File: src/rtl/sub_16_bit_nibble_serial.sv
// sub_16_bit_nibble_serial: sequential 16-bit subtractor, diff = a - b - bin,
// one 4-bit slice per clock, least-significant nibble first.
// Optional flags: define SUB16_FLAGS_EN to add the ovf/zero ports.
module sub_16_bit_nibble_serial (
  input  logic        clk,
  input  logic        rst,
  input  logic        start,
  input  logic [15:0] a,
  input  logic [15:0] b,
  input  logic        bin,
  output logic        busy,
  output logic        done,
  output logic [15:0] diff,
  output logic        bout
`ifdef SUB16_FLAGS_EN
  ,
  output logic        ovf,
  output logic        zero
`endif
);

  typedef enum logic {IDLE, RUN} state_e;

  state_e      state_q, state_d;
  logic [1:0]  k_q, k_d;
  logic [15:0] a_q, a_d;
  logic [15:0] b_q, b_d;
  logic        borrow_q, borrow_d;
  logic [11:0] shadow_q, shadow_d;
  logic [15:0] diff_q, diff_d;
  logic        bout_q, bout_d;
  logic        done_q, done_d;
`ifdef SUB16_FLAGS_EN
  logic        ovf_q, ovf_d;
  logic        zero_q, zero_d;
`endif

  logic [3:0]  a_nib;
  logic [3:0]  b_nib;
  logic [4:0]  slice_sum;

  // State register
  always_ff @(posedge clk) begin
    if (rst) state_q <= IDLE;
    else     state_q <= state_d;
  end

  // Next-state logic
  always_comb begin
    state_d = state_q;
    case (state_q)
      IDLE:    if (start) state_d = RUN;
      RUN:     if (k_q == 2'd3) state_d = IDLE;
      default: state_d = IDLE;
    endcase
  end

  // FSM outputs
  always_comb begin
    busy = (state_q == RUN);
  end

  // Current slice: a + ~b + ~borrow; carry-out set means no borrow
  always_comb begin
    a_nib     = a_q[{k_q, 2'b00} +: 4];
    b_nib     = b_q[{k_q, 2'b00} +: 4];
    slice_sum = {1'b0, a_nib} + {1'b0, ~b_nib} + {4'b0000, ~borrow_q};
  end

  // Datapath next values: operand capture, slice accumulation, result publish
  always_comb begin
    k_d      = k_q;
    a_d      = a_q;
    b_d      = b_q;
    borrow_d = borrow_q;
    shadow_d = shadow_q;
    diff_d   = diff_q;
    bout_d   = bout_q;
    done_d   = 1'b0;
`ifdef SUB16_FLAGS_EN
    ovf_d    = ovf_q;
    zero_d   = zero_q;
`endif
    case (state_q)
      IDLE: begin
        if (start) begin
          a_d      = a;
          b_d      = b;
          borrow_d = bin;
          shadow_d = '0;
          k_d      = 2'd0;
        end
      end
      RUN: begin
        borrow_d = ~slice_sum[4];
        k_d      = k_q + 2'd1;
        // The top slice goes straight to diff, so the shadow only holds 12 bits
        case (k_q)
          2'd0: shadow_d[3:0]  = slice_sum[3:0];
          2'd1: shadow_d[7:4]  = slice_sum[3:0];
          2'd2: shadow_d[11:8] = slice_sum[3:0];
          default: begin
            diff_d = {slice_sum[3:0], shadow_q};
            bout_d = ~slice_sum[4];
            done_d = 1'b1;
`ifdef SUB16_FLAGS_EN
            ovf_d  = (a_q[15] ^ b_q[15]) & (slice_sum[3] ^ a_q[15]);
            zero_d = ({slice_sum[3:0], shadow_q} == 16'h0000);
`endif
          end
        endcase
      end
      default: ;
    endcase
  end

  // Datapath registers
  always_ff @(posedge clk) begin
    if (rst) begin
      k_q      <= '0;
      a_q      <= '0;
      b_q      <= '0;
      borrow_q <= 1'b0;
      shadow_q <= '0;
      diff_q   <= '0;
      bout_q   <= 1'b0;
      done_q   <= 1'b0;
`ifdef SUB16_FLAGS_EN
      ovf_q    <= 1'b0;
      zero_q   <= 1'b0;
`endif
    end else begin
      k_q      <= k_d;
      a_q      <= a_d;
      b_q      <= b_d;
      borrow_q <= borrow_d;
      shadow_q <= shadow_d;
      diff_q   <= diff_d;
      bout_q   <= bout_d;
      done_q   <= done_d;
`ifdef SUB16_FLAGS_EN
      ovf_q    <= ovf_d;
      zero_q   <= zero_d;
`endif
    end
  end

  assign done = done_q;
  assign diff = diff_q;
  assign bout = bout_q;
`ifdef SUB16_FLAGS_EN
  assign ovf  = ovf_q;
  assign zero = zero_q;
`endif

endmodule

File: config.mk
export PLATFORM = sky130hd
export DESIGN_NAME = sub_16_bit_nibble_serial
export DESIGN_NICKNAME = d
export VERILOG_FILES = /design/src/rtl/sub_16_bit_nibble_serial.sv
export SDC_FILE = /design/constraint.sdc
export NUM_CORES = 1
export LEC_CHECK = 0
export CORE_MARGIN = 8
export CORE_UTILIZATION = 46
export DETAILED_ROUTE_END_ITERATION = 6
export GPL_ROUTABILITY_DRIVEN = 1
export PLACE_DENSITY = 0.78
export SLEW_MARGIN = 20
export SYNTH_ARGS = -nofsm -noshare
export SYNTH_HDL_FRONTEND = slang
export SYNTH_SLANG_ARGS = --single-unit
File: constraint.sdc
create_clock -name clk -period 2.6 [get_ports clk]
set_input_delay 0.39 -clock clk [delete_from_list [all_inputs] [get_ports clk]]
set_output_delay 0.39 -clock clk [all_outputs]
set_load 0.02 [all_outputs]
==> key figures <==
Outcome
  • Status: finished, final reports clean

Placed design
  • Gpl congestion: 0.777
  • Post-DP HPWL: 4380 um
  • Port-buffer cells: 54
  • Pre-CTS setup slack: 0.150 ns
  • Placed insts: 435

CTS
  • CTS root buffer: clkbuf_8
  • Number of H-tree levels: 3
  • CTS Buf Count: 9
  • Clk pin slew, worst setup/hold paths: 0.07 ns
  • CTS tree: done
  • Clk sink count: 66
  • CTS max path bufs: 2
  • Worst-Skew Late Latency: 0.35 ns
  • CTS Hold Bufs: 0

Final layout
  • Number of diodes: 0
  • Fraction of layout cells with a size suffix above 1: 0.0904
  • Post-route insts no fill: 451
  • Filler cells: 524
  • P&R area growth vs syn: 28.2%
  • Post-layout util: 0.601
  • Nets: 417

Yosys
  • Synth cell types: 27
  • Synth area leaders: dfxtp_1, nand2_1, a21oi_1
  • Number of synthesized flops with an enable pin: 0
  • Main synth FF type: dfxtp_1
  • Gate Count Post-Synth: 321
  • Synth area leader: dfxtp_1
  • Synth top area share: 0.482
  • Ys async rst share: 0
  • Count leader, synth: nand2_1
  • Synthesized Nets: 367
  • Cell Area, Synth: 2740 um2
  • Synth warn: 0
  • List of most frequent post-synthesis cells: nand2_1, dfxtp_1, a21oi_1, nor2_1, buf_2
  • Synth Register Bits: 66
  • Post-synthesis sequential area ratio: 0.482
  • Synthesized area per cell: 8.54 um2

Power
  • Max IR drop VDD: 0.493 mV
  • Total power: 2.20 mW
  • Cell-internal power: 1.64 mW
  • Switching power total: 0.560 mW
  • Switching share of total power: 0.255
  • Pwr Density: 625 nW/um2
  • Comb power frac: 0.138
  • Leakage: 1.29 nW
  • Sequential power share: 0.490
  • Clock power frac: 0.372

Hold path
  • Startpoint of the lowest-slack hold path: shadow_q[4]
  • WHS Endpoint: diff[4]
  • Worst hold stages: 2
  • Min-delay worst type: flip-flop to flip-flop

Floorplan
  • Die Span Y: 93.2 um
  • Chip Width: 93.2 um
  • Row cnt: 28
  • Total core area: 5850 um2
  • DIE AREA: 8690 um2
  • Number of I/O pins: 55
  • Initial core utilization: 0.469

Worst setup path
  • Reg2Reg Setup Slack: 0.14 ns
  • CP required: 2.84 ns
  • Critical path data arrival time: 2.69 ns
  • Critical-path maximum fanout: 3
  • Crit Path Class: flip-flop to flip-flop
  • RR Startpoint: k_q[0]
  • Worst setup SP type: flip-flop
  • Setup crit end kind: flip-flop
  • Worst r2r path cells: 7
  • Capturing point of the worst reg2reg path: shadow_q[6]

Global routing
  • Pin count of the biggest net entering global routing: 40
  • Initial antenna violation count: 0
  • Overall global routing resource usage: 0.146
  • First-pass GRT wire length: 10100 um
  • Number of global-route vias before repair: 2209
  • Gr ovfl total: 0

Routing
  • Vias after detailed routing: 2244
  • WL met1: 2710 um
  • DRT iter0 DRCs: 82
  • Top Metal Used: met4
  • Antenna Nets Post-Route: 0
  • WL met2: 2770 um
  • Vias per inst: 4.98
  • TritonRoute pass-1 iters: 4
  • Avg WL per Cell: 13.1 um
  • Wirelength, routed: 5900 um
  • WL met3: 292 um
  • Drt drc: 0

STA
  • Final Cycle Share: 0.945
  • TNS Setup: 0 ns
  • Final min period: 2.46 ns
  • Slew headroom: 0.550
  • Final Worst Setup Slack: 0.144 ns
  • Max Slew Vio Count: 0
  • Worst-margin pin slew: 0.675 ns
  • # setup viols final: 0
  • RSZ-0062 raised after global routing: no
  • Fmax: 0.407 GHz
  • Final Hold Vio Count: 0
  • Final Skew: 0.0101 ns

Flow run
  • Max-cap violations: 0
-- kinds of logic (layout without fill, tap and decap cells) --
logic type,Yosys count,in the layout,synth area share
DFF,66,66,0.482
adders and majority gates,10,10,0.0511
and+or+nand+nor,135,135,0.200
AOI/OAI and AO/OA,69,69,0.137
buffers and inverters,30,85,0.0543
muxes,10,10,0.0730
xor gates and xnor gates,1,1,0.00319
-- power by group through the flow --
stage	registers [mW]	logic, mW	clock network, mW
4_1_cts	1.08	0.299	0.829
5_1_grt	1.08	0.340	0.874
2_1_floorplan	1.09	0.197	0
6_report	1.08	0.303	0.818
3_3_place_gp	1.10	0.290	0
3_5_place_dp	1.10	0.298	0
-- final cells by class --
class,count,area [um2],share of cell area
clock inverter,6,57.6,0.0164
inverter,7,26.3,0.00747
timing repair buffer,62,608,0.173
multi-input combinational,225,1280,0.365
tap,75,93.8,0.0267
sequential,66,1320,0.376
clock buffer,10,128,0.0363
-- layer usage --
layer | up-vias | track usage
met5 | - | 0
met4 | 0 | 0.0913
met3 | 10 | 0.0393
met2 | 52 | 0.236
met1 | 1018 | 0.169
li1 | 1164 | -
-- through the flow --
stage | cell area [um2] | hold WS [ns]
after floorplan | 2740 | 0.432
after global placement | 3320 | 0.441
after detailed placement | 3320 | 0.446
after CTS | 3510 | 0.456
after global routing | 3520 | 0.467
final | 3520 | 0.454
-- sequential cells by signal, summed over array words and instances, names as in the netlist --
signal / flops
a_q: 16
b_q: 16
diff: 16
shadow_q: 12
k_q: 2
borrow_q: 1
bout: 1
busy: 1
done: 1
-- what timing repair did --
item	CTS	global route
endpoints found under the setup margin	0	1
buffers inserted	0	0
gates resized for setup	0	1
-- worst max path at each step --
stage / start / endpoint / slack, ns / depth (start not counted)
global placement: k_q[0] / shadow_q[2] / 0.24 / 7
CTS: k_q[0] / shadow_q[6] / 0.14 / 7
floorplan: k_q[0] / shadow_q[2] / 0.003 / 8
finish: k_q[0] / shadow_q[6] / 0.14 / 7
global route: k_q[0] / shadow_q[6] / 0.001 / 9
detailed placement: k_q[0] / shadow_q[6] / 0.15 / 7
-- placed cells by master (no fill, tap or decap), types with 3 or more instances in the layout --
master / count
a211oi_1: 4
a21oi_1: 54
buf_4: 7
clkbuf_8: 9
clkdlybuf4s50_1: 53
clkinv_2: 4
dfxtp_1: 66
ha_1: 8
inv_1: 7
mux4_2: 8
nand2_1: 96
nand2b_1: 3
nand3_1: 6
nor2_1: 20
o31ai_1: 4
-- critical path, stage by stage, from the launching register on --
cell     delay, ns
dfxtp_1       0.37
mux4_2        0.52
fa_1          0.46
fa_1          0.44
xnor2_2       0.18
and2_1        0.18
a22oi_1       0.15
nor2_1        0.06
Note: power is estimated with default switching activity, not from simulation.
